[config.mk]
export PLATFORM = sky130hd
export DESIGN_NAME = display_scan_ctrl
export DESIGN_NICKNAME = d
export VERILOG_FILES = /design/src/rtl/display_scan_ctrl.sv
export SDC_FILE = /design/constraint.sdc
export NUM_CORES = 1
export LEC_CHECK = 0
export BUFFER_PORTS_ARGS = -buffer_cell sky130_fd_sc_hd__buf_2
export CAP_MARGIN = 20
export CORE_ASPECT_RATIO = 2
export CORE_MARGIN = 10
export CORE_UTILIZATION = 40
export DETAILED_ROUTE_END_ITERATION = 8
export HOLD_SLACK_MARGIN = 0.03
export SYNTH_ARGS = -nofsm -noshare
export SYNTH_HDL_FRONTEND = slang
export SYNTH_SLANG_ARGS = --single-unit
[constraint.sdc]
create_clock -name clk -period 6.7 [get_ports clk]
set_input_delay 0.335 -clock clk [delete_from_list [all_inputs] [get_ports clk]]
set_output_delay 0.335 -clock clk [all_outputs]
set_load 0.02 [all_outputs]
[src/rtl/display_scan_ctrl.sv]
// Multiplexed 7-segment scan controller: one common-anode digit lit at a time, dark guard between digits.
// Latency: an/seg/frame_done are registered on the same edge as the scan state change; new data lands at frame boundaries.
// Backpressure: none; load is a fire-and-forget strobe, and the last load before a boundary wins.
//
// Ports:
//   clk, rst                 clock, asynchronous active-high reset
//   load, digits_in, en_in   strobe capturing per-digit hex nibbles and enables
//   an                       active-low anode drives, at most one low per cycle
//   seg                      active-low segments {g,f,e,d,c,b,a}
//   frame_done               one-cycle pulse during the first SHOW cycle of digit 0
module display_scan_ctrl #(
  parameter int N_DIGITS     = 4,
  parameter int DIV_COUNT    = 100_000,
  parameter int BLANK_CYCLES = 1_000
) (
  input  logic                  clk,
  input  logic                  rst,
  input  logic                  load,
  input  logic [4*N_DIGITS-1:0] digits_in,
  input  logic [N_DIGITS-1:0]   en_in,
  output logic [N_DIGITS-1:0]   an,
  output logic [6:0]            seg,
  output logic                  frame_done
);

  localparam int MAX_CNT = (DIV_COUNT > BLANK_CYCLES) ? DIV_COUNT : BLANK_CYCLES;
  localparam int CTR_W   = (MAX_CNT > 1) ? $clog2(MAX_CNT) : 1;
  localparam int IDX_W   = (N_DIGITS > 1) ? $clog2(N_DIGITS) : 1;

  localparam logic [CTR_W-1:0] SHOW_LAST  = CTR_W'(DIV_COUNT - 1);
  localparam logic [CTR_W-1:0] BLANK_LAST = CTR_W'(BLANK_CYCLES - 1);
  localparam logic [IDX_W-1:0] IDX_LAST   = IDX_W'(N_DIGITS - 1);

  typedef enum logic {ST_BLANK, ST_SHOW} state_t;

  function automatic logic [6:0] hex7(input logic [3:0] nib);
    logic [6:0] s;
    case (nib)
      4'h0: s = 7'b1000000;
      4'h1: s = 7'b1111001;
      4'h2: s = 7'b0100100;
      4'h3: s = 7'b0110000;
      4'h4: s = 7'b0011001;
      4'h5: s = 7'b0010010;
      4'h6: s = 7'b0000010;
      4'h7: s = 7'b1111000;
      4'h8: s = 7'b0000000;
      4'h9: s = 7'b0010000;
      4'hA: s = 7'b0001000;
      4'hB: s = 7'b0000011;
      4'hC: s = 7'b1000110;
      4'hD: s = 7'b0100001;
      4'hE: s = 7'b0000110;
      default: s = 7'b0001110;
    endcase
    return s;
  endfunction

  state_t                     state_q, state_d;
  logic [CTR_W-1:0]           ctr_q, ctr_d;
  logic [IDX_W-1:0]           idx_q, idx_d;
  logic [N_DIGITS-1:0][3:0]   shd_dig_q, shd_dig_d;
  logic [N_DIGITS-1:0]        shd_en_q, shd_en_d;
  logic [N_DIGITS-1:0][3:0]   pnd_dig_q, pnd_dig_d;
  logic [N_DIGITS-1:0]        pnd_en_q, pnd_en_d;
  logic                       pnd_vld_q, pnd_vld_d;
  logic [N_DIGITS-1:0]        an_q, an_d;
  logic [6:0]                 seg_q, seg_d;
  logic                       fd_q, fd_d;
  logic                       boundary;

  // A frame starts when the guard after the last digit expires.
  assign boundary = (state_q == ST_BLANK) && (ctr_q == BLANK_LAST) && (idx_q == IDX_LAST);

  always_comb begin
    state_d   = state_q;
    ctr_d     = ctr_q;
    idx_d     = idx_q;
    shd_dig_d = shd_dig_q;
    shd_en_d  = shd_en_q;
    pnd_dig_d = pnd_dig_q;
    pnd_en_d  = pnd_en_q;
    pnd_vld_d = pnd_vld_q;
    an_d      = '1;
    seg_d     = 7'h7F;
    fd_d      = boundary;

    if (state_q == ST_BLANK) begin
      if (ctr_q == BLANK_LAST) begin
        ctr_d   = '0;
        state_d = ST_SHOW;
        idx_d   = (idx_q == IDX_LAST) ? '0 : idx_q + 1'b1;
      end else begin
        ctr_d = ctr_q + 1'b1;
      end
    end else begin
      if (ctr_q == SHOW_LAST) begin
        ctr_d   = '0;
        state_d = ST_BLANK;
      end else begin
        ctr_d = ctr_q + 1'b1;
      end
    end

    // A load on the boundary edge skips the pending stage so it shows this frame.
    if (load) begin
      if (boundary) begin
        shd_dig_d = digits_in;
        shd_en_d  = en_in;
        pnd_vld_d = 1'b0;
      end else begin
        pnd_dig_d = digits_in;
        pnd_en_d  = en_in;
        pnd_vld_d = 1'b1;
      end
    end else if (boundary && pnd_vld_q) begin
      shd_dig_d = pnd_dig_q;
      shd_en_d  = pnd_en_q;
      pnd_vld_d = 1'b0;
    end

    // Outputs are decoded from next state so they change on the transition edge itself.
    // A disabled digit still consumes its dwell, it just stays dark.
    if ((state_d == ST_SHOW) && shd_en_d[idx_d]) begin
      an_d[idx_d] = 1'b0;
      seg_d       = hex7(shd_dig_d[idx_d]);
    end
  end

  always_ff @(posedge clk or posedge rst) begin
    if (rst) begin
      state_q   <= ST_BLANK;
      ctr_q     <= '0;
      idx_q     <= IDX_LAST;
      shd_dig_q <= '0;
      shd_en_q  <= '0;
      pnd_dig_q <= '0;
      pnd_en_q  <= '0;
      pnd_vld_q <= 1'b0;
      an_q      <= '1;
      seg_q     <= 7'h7F;
      fd_q      <= 1'b0;
    end else begin
      state_q   <= state_d;
      ctr_q     <= ctr_d;
      idx_q     <= idx_d;
      shd_dig_q <= shd_dig_d;
      shd_en_q  <= shd_en_d;
      pnd_dig_q <= pnd_dig_d;
      pnd_en_q  <= pnd_en_d;
      pnd_vld_q <= pnd_vld_d;
      an_q      <= an_d;
      seg_q     <= seg_d;
      fd_q      <= fd_d;
    end
  end

  assign an         = an_q;
  assign seg        = seg_q;
  assign frame_done = fd_q;

endmodule

==> impl_metrics.env <==
export IMPL_outcome="finished clean"
export IMPL_synthAdderAreaFrac_pct=2.62
export IMPL_finalMaxSlewViolations=0
export IMPL_drive_gt1_share_pct=29.7
export IMPL_post_route_cell_area_mm2=0.00434
export IMPL_cts_buffers=9
export IMPL_antenna_found_initial=0
export IMPL_via_count=2673
export IMPL_syn_instance_count=350
export IMPL_drt_iter0_markers=184
export IMPL_first_pass_iters=4
export IMPL_worstMarginPinSlew_ns=1.01
export IMPL_cts_buffer_depth=2
export IMPL_port_buffer_count=34
export IMPL_synth_top_area_share_pct=39.2
export IMPL_leakage_nw=1.91
export IMPL_synth_top_family_by_area="simple AND/OR/NAND/NOR gates"
export IMPL_synthSimpleGateAreaFrac_pct=16.9
export IMPL_yosys_warnings=0
export IMPL_fp_dieH_um=158
export IMPL_synth_xor_area_share_pct=3.66
export IMPL_relSlewSlack_pct=30.6
export IMPL_rows=50
export IMPL_syn_area_mm2=0.00383
export IMPL_grt_pass1_wl_um=14500
export IMPL_routed_via_density=5.48
export IMPL_critPathBufInv=3
export IMPL_power_density_mw_per_mm2=229
export IMPL_ios=35
export IMPL_rsz0062_at_grt="false"
export IMPL_clock_skew_ns=0.00685
export IMPL_htreeDepth=3
export IMPL_grt_max_degree=74
export IMPL_worstPathCellList="ha_1 -> inv_1 -> or3_1 -> clkinv_4 -> a31oi_1 -> nor2_1 -> nor2_1 -> mux2_4 -> mux2i_4 -> inv_1 -> ha_1 -> mux2_4 -> mux2i_1 -> nand2_1"
export IMPL_max_freq_ghz=0.264
export IMPL_die_w_um=89.2
export IMPL_crit_path_max_fanout=22
export IMPL_hp_class="in2reg"
export IMPL_post_cts_buffers=0
export IMPL_core_area_mm2=0.00938
export IMPL_totalWireLength_um=8690
export IMPL_avgSynthCellArea_um2=10.9
export IMPL_hold_viol=0
export IMPL_hold_buffers=0
export IMPL_synth_edf_count=0
export IMPL_drc=0
export IMPL_critical_path_startpoint_type="flop"
export IMPL_diodes=0
export IMPL_ys_seq_area_share_pct=48.2
export IMPL_cts_sinks=73
export IMPL_critPathTopFamily="multiplexers"
export IMPL_synth_common_cells="dfrtp_1, nor2_1, mux2_2"
export IMPL_slowest_stage="dfstp_2"
export IMPL_gr_total_overflow=0
export IMPL_cp_data_arrival_time_ns=4.01
export IMPL_min_period_ns=3.78
export IMPL_synth_compound_area_share_pct=10.2
export IMPL_yosysMostFrequentCell="dfrtp_1"
export IMPL_fin_setup_tns_ns=0
export IMPL_placed_area_mm2=0.00403
export IMPL_die_area_mm2=0.0141
export IMPL_max_cap_violations=0
export IMPL_vdd_drop_max_uv=132
export IMPL_clk_latency_ns=0.34
export IMPL_final_setup_viol_count=0
export IMPL_cts_tree="built"
export IMPL_initial_utilization_pct=40.8
export IMPL_dpl_cell_count=472
export IMPL_postRouteAntennaNets=0
export IMPL_dp_hpwl_um=6400
export IMPL_area_growth_pct=13.5
export IMPL_synth_cell_types=50
export IMPL_synth_fp_nets=381
export IMPL_root_buffer="clkbuf_16"
export IMPL_yosys_area_top_type="dfrtp_1"
export IMPL_synth_mux_area_share_pct=13.2
export IMPL_finish_net_count=410
export IMPL_regToRegSetupSlack_ns=2.92
export IMPL_synth_seq_cells=73
export IMPL_holdWs_ns=0.246
export IMPL_critPathRequiredTime_ns=6.93
export IMPL_fillers=872
export IMPL_gp_congestion=0.865
export IMPL_clk_pin_slew_ns=0.05
export IMPL_grt_total_usage_pct=13.5
export IMPL_ys_top_cells_by_area="dfrtp_1, dfstp_2, mux2_2"
export IMPL_critPathCaptureType="flop"
export IMPL_slowest_delay_ns=0.57
export IMPL_critical_path_class="reg2reg"
export IMPL_stdcell_count=488
export IMPL_synth_ff_type="dfrtp_1"
export IMPL_grt_pass1_vias=2900
export IMPL_synth_async_reset_ratio_pct=100
export IMPL_cts_resized=0
export IMPL_fin_crit_sh_pct=56.5
export IMPL_post_drt_wl_per_cell_um=17.8
cells in the final DEF (no fill, tap or decap), drive strengths merged, types with 5 or more instances in the layout:
cell / instances
dfstp: 13
nor2: 57
xnor2: 6
xor2: 10
nand3b: 10
nand2: 14
nand3: 15
a31oi: 8
dfrtp: 60
o22ai: 12
o32ai: 8
inv: 21
mux2i: 16
a21oi: 5
clkbuf: 14
ha: 8
o221a: 8
nand2b: 9
buf: 36
mux2: 25
registers in the layout, summed over array words and instances (netlist names):
signal and flops:
ctr_q 17, pnd_dig_q 16, shd_dig_q 16, seg 7
an 4, pnd_en_q 4, shd_en_q 4, idx_q 2
frame_done 1, pnd_vld_q 1, state_q 1
stage by stage:
stage | worst slack (ns) | total power [mW] | util (%)
final | 2.92 | 0.994 | 46.3
after global placement | 3.02 | 0.507 | 43.0
after floorplan | 3.39 | 0.491 | -
after global routing | 2.63 | 1.03 | 46.3
after CTS | 2.92 | 1.01 | 46.3
after detailed placement | 2.93 | 0.509 | 43.0
worst reg2reg max path, stage by stage, from the launching register on:
cell and delay, ns:
dfstp_2 0.57, ha_1 0.44, inv_1 0.16, or3_1 0.55, clkinv_4 0.21, a31oi_1 0.11
nor2_1 0.15, nor2_1 0.08, mux2_4 0.28, mux2i_4 0.26, inv_1 0.13, ha_1 0.26
mux2_4 0.28, mux2i_1 0.13, nand2_1 0.08
layer usage:
| metal | global-route usage (%) | wire length [um] |
|---|---|---|
| met3 | 3.48 | 259 |
| met4 | 7.09 | 309 |
| met5 | 0 | 0 |
| met2 | 24.3 | 5030 |
| met1 | 13.6 | 3100 |
cells by family (layout without fill, tap and decap cells):
group           Yosys count  in the layout
buf+inv                  40             74
simple gates            123            123
xor+xnor                 16             16
compound gates           49             49
mux                      41             41
flops                    73             73
fa+ha+maj                 8              8
final timing paths:
| path | start | end | depth (start not counted) |
|---|---|---|---|
| max | idx_q[0] | seg[3] | 14 |
| min in group asynchronous | rst | frame_done | 3 |
| min | en_in[0] | pnd_en_q[0] | 2 |
| max reg2reg | idx_q[0] | seg[3] | 14 |
| max in group asynchronous | rst | pnd_en_q[3] | 3 |
| min reg2reg | pnd_dig_q[7] | pnd_dig_q[7] | 1 |
final cells by class:
class	instances	area [um2]	share of cell area [%]
Clock buffer	14	274	6.31
Clock inverter	2	35.0	0.807
Inverter	22	87.6	2.02
Multi-Input combinational cell	237	1790	41.2
Sequential cell	73	1840	42.4
Tap cell	104	130	3.00
Timing Repair Buffer	36	185	4.27
power by group:
group	internal (mW)	switching, mW
Sequential	0.454	0.00579
Clock	0.318	0.176
Combinational	0.0187	0.0216
Total	0.791	0.203
(Power assumes the default switching activity.)
